--- src/rtl/control_unit_pipe.sv ---
// rtl/control_unit_pipe.sv - registered RV32IM ID-stage decoder with M-extension issue sequencer
// Optional feature macro: CU_ILLEGAL_DETECT_EN (illegal instruction detection and pulse)
module control_unit_pipe #(
  parameter int MUL_LATENCY = 1,
  parameter int DIV_LATENCY = 4,
  parameter int CNT_W       = 4
) (
  input  logic       CLK,
  input  logic       RESET,
  input  logic       instr_valid,
  input  logic [6:0] opcode,
  input  logic [2:0] funct3,
  input  logic [6:0] funct7,
  input  logic       stall_in,
  input  logic       flush_in,
  output logic [2:0] imm_sel,
  output logic [4:0] aluop,
  output logic [2:0] branch_jump,
  output logic [2:0] funct3_out,
  output logic       op1_sel,
  output logic       op2_sel,
  output logic [1:0] mem_write,
  output logic [1:0] mem_read,
  output logic [1:0] reg_write_select,
  output logic       reg_write_enable,
  output logic       ctrl_valid,
  output logic       md_stall,
  output logic       illegal_instr
);

  localparam logic [6:0] OP_R      = 7'b0110011;
  localparam logic [6:0] OP_I      = 7'b0010011;
  localparam logic [6:0] OP_LOAD   = 7'b0000011;
  localparam logic [6:0] OP_STORE  = 7'b0100011;
  localparam logic [6:0] OP_BRANCH = 7'b1100011;
  localparam logic [6:0] OP_JAL    = 7'b1101111;
  localparam logic [6:0] OP_JALR   = 7'b1100111;
  localparam logic [6:0] OP_LUI    = 7'b0110111;
  localparam logic [6:0] OP_AUIPC  = 7'b0010111;

  // Busy counts are latency minus one: the issuing cycle itself is the first EX cycle
  localparam logic [CNT_W-1:0] MUL_CNT = CNT_W'(MUL_LATENCY - 1);
  localparam logic [CNT_W-1:0] DIV_CNT = CNT_W'(DIV_LATENCY - 1);

  typedef enum logic {S_IDLE, S_BUSY} state_t;

  state_t           r_state, w_state_nxt;
  logic [CNT_W-1:0] r_cnt, w_cnt_nxt;

  logic       w_known, w_illegal, w_legal, w_accept, w_issue;
  logic       w_is_md, w_multi;
  logic [CNT_W-1:0] w_lat_m1;
  logic [2:0] w_imm, w_bj;
  logic [4:0] w_alu;
  logic       w_op1, w_op2, w_we;
  logic [1:0] w_mw, w_mr, w_wrs;

  logic [2:0] r_imm, r_bj, r_f3;
  logic [4:0] r_alu;
  logic       r_op1, r_op2, r_we, r_valid, r_illegal;
  logic [1:0] r_mw, r_mr, r_wrs;

  // Opcode-level decode into the control bundle; unknown opcodes flag w_known=0
  always_comb begin
    w_known = 1'b1;
    w_imm   = 3'd0;
    w_alu   = 5'd0;
    w_bj    = 3'd0;
    w_op1   = 1'b1;
    w_op2   = 1'b0;
    w_mw    = 2'd0;
    w_mr    = 2'd0;
    w_wrs   = 2'd0;
    w_we    = 1'b0;
    case (opcode)
      OP_R:      begin w_alu = {funct7[5], funct7[0], funct3}; w_we = 1'b1; end
      OP_I:      begin w_imm = 3'd1; w_alu = {(funct3 == 3'b101) & funct7[5], 1'b0, funct3};
                       w_op2 = 1'b1; w_we = 1'b1; end
      OP_LOAD:   begin w_imm = 3'd1; w_op2 = 1'b1; w_mr = funct3[1:0] + 2'd1;
                       w_wrs = 2'd1; w_we = 1'b1; end
      OP_STORE:  begin w_imm = 3'd2; w_op2 = 1'b1; w_mw = funct3[1:0] + 2'd1; end
      OP_BRANCH: begin w_imm = 3'd3; w_alu = 5'b01000; w_bj = 3'd1; end
      OP_JAL:    begin w_op1 = 1'b0; w_imm = 3'd5; w_op2 = 1'b1; w_bj = 3'd2;
                       w_wrs = 2'd2; w_we = 1'b1; end
      OP_JALR:   begin w_imm = 3'd1; w_op2 = 1'b1; w_bj = 3'd3; w_wrs = 2'd2; w_we = 1'b1; end
      OP_LUI:    begin w_imm = 3'd4; w_wrs = 2'd3; w_we = 1'b1; end
      OP_AUIPC:  begin w_op1 = 1'b0; w_imm = 3'd4; w_op2 = 1'b1; w_we = 1'b1; end
      default:   w_known = 1'b0;
    endcase
  end

`ifdef CU_ILLEGAL_DETECT_EN
  logic w_bad;
  // Field-level encodings that are reserved even though the opcode is known
  always_comb begin
    w_bad = 1'b0;
    case (opcode)
      OP_R: begin
        if (!(funct7 inside {7'b0000000, 7'b0100000, 7'b0000001}))
          w_bad = 1'b1;
        else if ((funct7 == 7'b0100000) && !(funct3 inside {3'b000, 3'b101}))
          w_bad = 1'b1;
      end
      OP_LOAD:   w_bad = funct3 inside {3'b011, 3'b110, 3'b111};
      OP_STORE:  w_bad = (funct3 >= 3'b011);
      OP_BRANCH: w_bad = funct3 inside {3'b010, 3'b011};
      OP_JALR:   w_bad = (funct3 != 3'b000);
      default:   w_bad = 1'b0;
    endcase
  end
  assign w_legal   = w_known & ~w_bad;
  assign w_illegal = ~w_legal;
`else
  assign w_legal   = w_known;
  assign w_illegal = 1'b0;
`endif

  assign w_accept = instr_valid & ~stall_in & ~md_stall & ~flush_in;
  assign w_issue  = w_accept & w_legal;
  assign w_is_md  = (opcode == OP_R) && (funct7 == 7'b0000001);
  assign w_lat_m1 = funct3[2] ? DIV_CNT : MUL_CNT;
  assign w_multi  = (w_lat_m1 != '0);

  // Sequencer state and busy counter; stall freezes both, reset wins over everything
  always_ff @(posedge CLK) begin
    if (RESET) begin
      r_state <= S_IDLE;
      r_cnt   <= '0;
    end else begin
      r_state <= w_state_nxt;
      r_cnt   <= w_cnt_nxt;
    end
  end

  // Next-state: enter BUSY on a multi-cycle M op, leave after the last busy cycle
  always_comb begin
    w_state_nxt = r_state;
    w_cnt_nxt   = r_cnt;
    if (!stall_in) begin
      case (r_state)
        S_IDLE: if (w_issue && w_is_md && w_multi) begin
          w_state_nxt = S_BUSY;
          w_cnt_nxt   = w_lat_m1;
        end
        S_BUSY: if (r_cnt == CNT_W'(1)) begin
          w_state_nxt = S_IDLE;
          w_cnt_nxt   = '0;
        end else begin
          w_cnt_nxt   = r_cnt - CNT_W'(1);
        end
        default: w_state_nxt = S_IDLE;
      endcase
    end
  end

  // FSM output: hold upstream while the M unit is occupied
  always_comb begin
    md_stall = (r_state == S_BUSY);
  end

  // ID/EX bundle register: issue, bubble, or hold under stall
  always_ff @(posedge CLK) begin
    if (RESET || (!stall_in && !w_issue)) begin
      r_imm     <= 3'd0;
      r_alu     <= 5'd0;
      r_bj      <= 3'd0;
      r_f3      <= 3'd0;
      r_op1     <= 1'b1;
      r_op2     <= 1'b0;
      r_mw      <= 2'd0;
      r_mr      <= 2'd0;
      r_wrs     <= 2'd0;
      r_we      <= 1'b0;
      r_valid   <= 1'b0;
      r_illegal <= ~RESET & w_accept & w_illegal;
    end else if (!stall_in) begin
      r_imm     <= w_imm;
      r_alu     <= w_alu;
      r_bj      <= w_bj;
      r_f3      <= funct3;
      r_op1     <= w_op1;
      r_op2     <= w_op2;
      r_mw      <= w_mw;
      r_mr      <= w_mr;
      r_wrs     <= w_wrs;
      r_we      <= w_we;
      r_valid   <= 1'b1;
      r_illegal <= 1'b0;
    end
  end

  assign imm_sel          = r_imm;
  assign aluop            = r_alu;
  assign branch_jump      = r_bj;
  assign funct3_out       = r_f3;
  assign op1_sel          = r_op1;
  assign op2_sel          = r_op2;
  assign mem_write        = r_mw;
  assign mem_read         = r_mr;
  assign reg_write_select = r_wrs;
  assign reg_write_enable = r_we;
  assign ctrl_valid       = r_valid;
  assign illegal_instr    = r_illegal;

endmodule
--- config.mk ---
export PLATFORM = sky130hd
export DESIGN_NAME = control_unit_pipe
export DESIGN_NICKNAME = d
export VERILOG_FILES = /design/src/rtl/control_unit_pipe.sv
export SDC_FILE = /design/constraint.sdc
export NUM_CORES = 1
export LEC_CHECK = 0
export ABC_AREA = 1
export ABC_CLOCK_PERIOD_IN_PS = 3600
export CAP_MARGIN = 20
export CELL_PAD_IN_SITES_DETAIL_PLACEMENT = 2
export CELL_PAD_IN_SITES_GLOBAL_PLACEMENT = 2
export CORE_MARGIN = 4
export CORE_UTILIZATION = 27
export DETAILED_ROUTE_END_ITERATION = 10
export PLACE_DENSITY = 0.95
export RECOVER_POWER = 100
export SLEW_MARGIN = 0
export SYNTH_ARGS = -nofsm -noshare
export SYNTH_HDL_FRONTEND = slang
export SYNTH_SLANG_ARGS = --single-unit
--- constraint.sdc ---
create_clock -name CLK -period 3.6 [get_ports CLK]
set_clock_uncertainty 0.15 [all_clocks]
set_input_delay 0.72 -clock CLK [delete_from_list [all_inputs] [get_ports CLK]]
set_output_delay 0.72 -clock CLK [all_outputs]
set_load 0.02 [all_outputs]
==> impl_results.md <==
- Result of the run: finished, final reports clean
- Leading cell type in the layout, fill and taps excluded: nor2_1
- Overall Global Routing Usage: between 10% and 20%
- Detail-routed net length per standard cell: about 16 microns
- Required arrival time at the worst endpoint: 3.64 ns
- I/O pin total: 48
- Reported max-cap violation count: 0
- Violation count after the first detailed-routing iteration: 60
- Port Buffer Count: 45
- Y dimension of the die: approximately 83 microns
- TritonCTS sink count: 28
- Initial Utilization: about 29%
- Number of buffers inserted during clock tree synthesis: 3
- Post-synthesis sequential element count: 28
- Cell area after technology mapping: ~1500 sq um
- Residual DRC count: 0
- Highest clock rate: between 300 and 400 MHz
- Final setup margin: between 1 and 1.5 ns
- Type of the most critical hold path: reg -> reg
- Final Wtd Congestion: roughly 0.85
- Signal arrival time at the worst endpoint: about 2.6 ns
- Register clock-pin slew on the reported worst setup and hold paths: 0.11 ns
- Mapped Avg Cell Area: 7.37 sq um
- Yosys top cell area share: between 30% and 40%
- Vias after detailed routing: between 1000 and 1500
- Total die area: about 7000 sq um
- Vias in the first global route: 1697
- Top cells by area, synth: dfxtp_1 37%, nor2_1 11%, nand2_1 6.2%, inv_1 4.5%, a21oi_1 4.3%
- First-pass GRT wire length: roughly 8000 microns
- Net count reported at finish: ~280
- Met2 WL post-DR: 2500 microns
- Sequential cell area fraction in the yosys report: roughly 37%
- Number of different library cells in the post-synthesis netlist: 33
- Hold Fails Final Rpt: 0
- Wirelength, routed: 5000 microns
- Clock network latency to the later pin of the worst-skew pair: between 0.2 and 0.3 ns
- Fraction of the cycle the final worst path needs: a little under three quarters
- Half-perimeter wire length after detailed placement: just under 4000 microns
- Proportion of layout cells with a drive suffix above 1: approximately a tenth
- Count of standard-cell rows: 26
- Static leakage: about 0.93 nW
- Post-synthesis to final-layout area growth: 33.9%
- Crit path launch type: primary input
- Most frequent cells in the layout: 47 x nor2_1, 29 x nand2_1, 28 x dfxtp_1, 25 x dlygate4sd3_1, 20 x clkdlybuf4s50_1
- Post-Route Setup TNS: 0 ns
- Via count normalized by instance count: approximately 4.7
- Length of the first detailed-routing pass in iterations: 4
- Power Density: ~330 nW/um^2
- Remaining global-route overflow: 0
- Die X: around 83 microns
- Proportion of register bits with asynchronous set or reset after synthesis: 0%
- Dominant register cell in the synthesized netlist: dfxtp_1
- Clk buf depth: 2
- Highest metal layer used by the detailed router: met4
- Critical path start-end classification: in -> reg
- Min cycle time layout: 2.59 ns
- Initial antenna violation count: 0
- Number of buffers inserted by post-CTS setup repair: 0
- Setup Viol. Count Final: 0
- Count of antenna diodes in the layout: 0
- Leading area contributor after synthesis: dfxtp_1
- Number of slew-limit violations in the final report: 0
- Cell at the root of the clock tree: clkbuf_8
- Biggest fanout along the worst timing path: 8
- Worst Setup Slack post-DPL: about 0.85 ns
- CTS tree: done
- H-tree depth: 1
- Met1 WL: 2360 microns
- Post-cts hold buffer count: 0
- Length of routed met3 wiring: 113 microns
- Cells resized by post-CTS repair: 0
- Maximum number of pins on one net before global-route repair: 24
- Post-route ant nets: 0
- Number of enable-type register cells in the synthesized netlist: 0
- RSZ-0062 raised after global routing: no
- Post-Synthesis Cells: ~210
- Synth warnings: 0
- Critical path capture point type: register
- Worst VDD drop: about 0.00015 V
- Area of the core: around 5300 sq um
cells by family (layout without fill, tap and decap cells):
family / Yosys count / in the layout / share of synthesized area [%]
simple gates: 111 / 111 / 37.3
buf+inv: 31 / 74 / 10.0
compound gates: 30 / 30 / 12.3
flops: 28 / 28 / 37.1
fa+ha+maj: 3 / 3 / 2.48
other cells: 1 / 2 / 0.248
xor+xnor: 1 / 1 / 0.580
synth_stat cells, types with 3 or more instances:
master     n
a21oi_1   13
a22oi_1    3
clkbuf_1   3
dfxtp_1   28
ha_1       3
inv_1     18
inv_2      5
nand2_1   25
nand2_2    9
nand3_1   11
nor2_1    43
nor2_2     8
nor3_1     4
nor3_4     3
o21ai_0    5
worst max-delay path, cell delays in order:
cell	delay, ns
dlygate4sd3_1	0.62
inv_1	0.12
nand2_1	0.08
nor2_1	0.12
nand2_1	0.09
nand2_1	0.12
nor2_1	0.06
nand2_1	0.07
nand3_1	0.08
nand2_1	0.24
nand2_1	0.12
nor2_1	0.13
nor2_2	0.05
metrics by stage:
step	hold slack, ns	instance area [sq um]	util, %	total power, mW	cells
3_5_place_dp	0.327	2000	38.0	0.434	315
2_1_floorplan	0.302	1520	-	0.386	206
4_1_cts	0.344	2070	39.4	0.690	319
3_3_place_gp	0.312	2000	38.0	0.430	315
6_report	0.328	2020	38.4	0.678	319
5_1_grt	0.364	2020	38.4	0.709	319
power breakdown:
| group | switching (mW) | internal, mW |
|---|---|---|
| logic | 0.0606 | 0.0421 |
| registers | 0.00251 | 0.315 |
| clock network | 0.108 | 0.149 |
path summary, 6_finish.rpt:
kind         slack (ns)  depth (start not counted)                 startpoint                         to
max reg2reg        1.95                          8      md_stall$_SDFFE_PP0N_      r_cnt[2]$_SDFFE_PP0P_
min reg2reg        0.33                          2  mem_write[1]$_SDFFE_PP0N_  mem_write[1]$_SDFFE_PP0N_
max                1.01                         13                  opcode[4]      r_cnt[2]$_SDFFE_PP0P_
min                0.33                          2  mem_write[1]$_SDFFE_PP0N_  mem_write[1]$_SDFFE_PP0N_
flip-flops by register name (all words and copies together) (netlist names), 2 cells and up:
name,cells
funct3_out,3
aluop,5
r_cnt,4
reg_write_select,2
branch_jump,2
mem_read,2
mem_write,2
imm_sel,3
per-layer routing:
layer | vias to the layer above | GRT usage, %
li1 | 743 | -
met1 | 719 | 18.4
met2 | 29 | 26.0
met3 | 4 | 1.68
met4 | 0 | 3.12
met5 | - | 0
area by class of cell:
cell class                 instances  area, sq um
clock buffer                       3         41.3
clock inverter                     1         30.0
fill                             637         3250
inverter                          23         86.3
multi-input combinational        147          753
sequential                        28          561
tap                               70         87.6
timing repair buffer              47          465
Note: power is estimated with default switching activity, not from simulation.
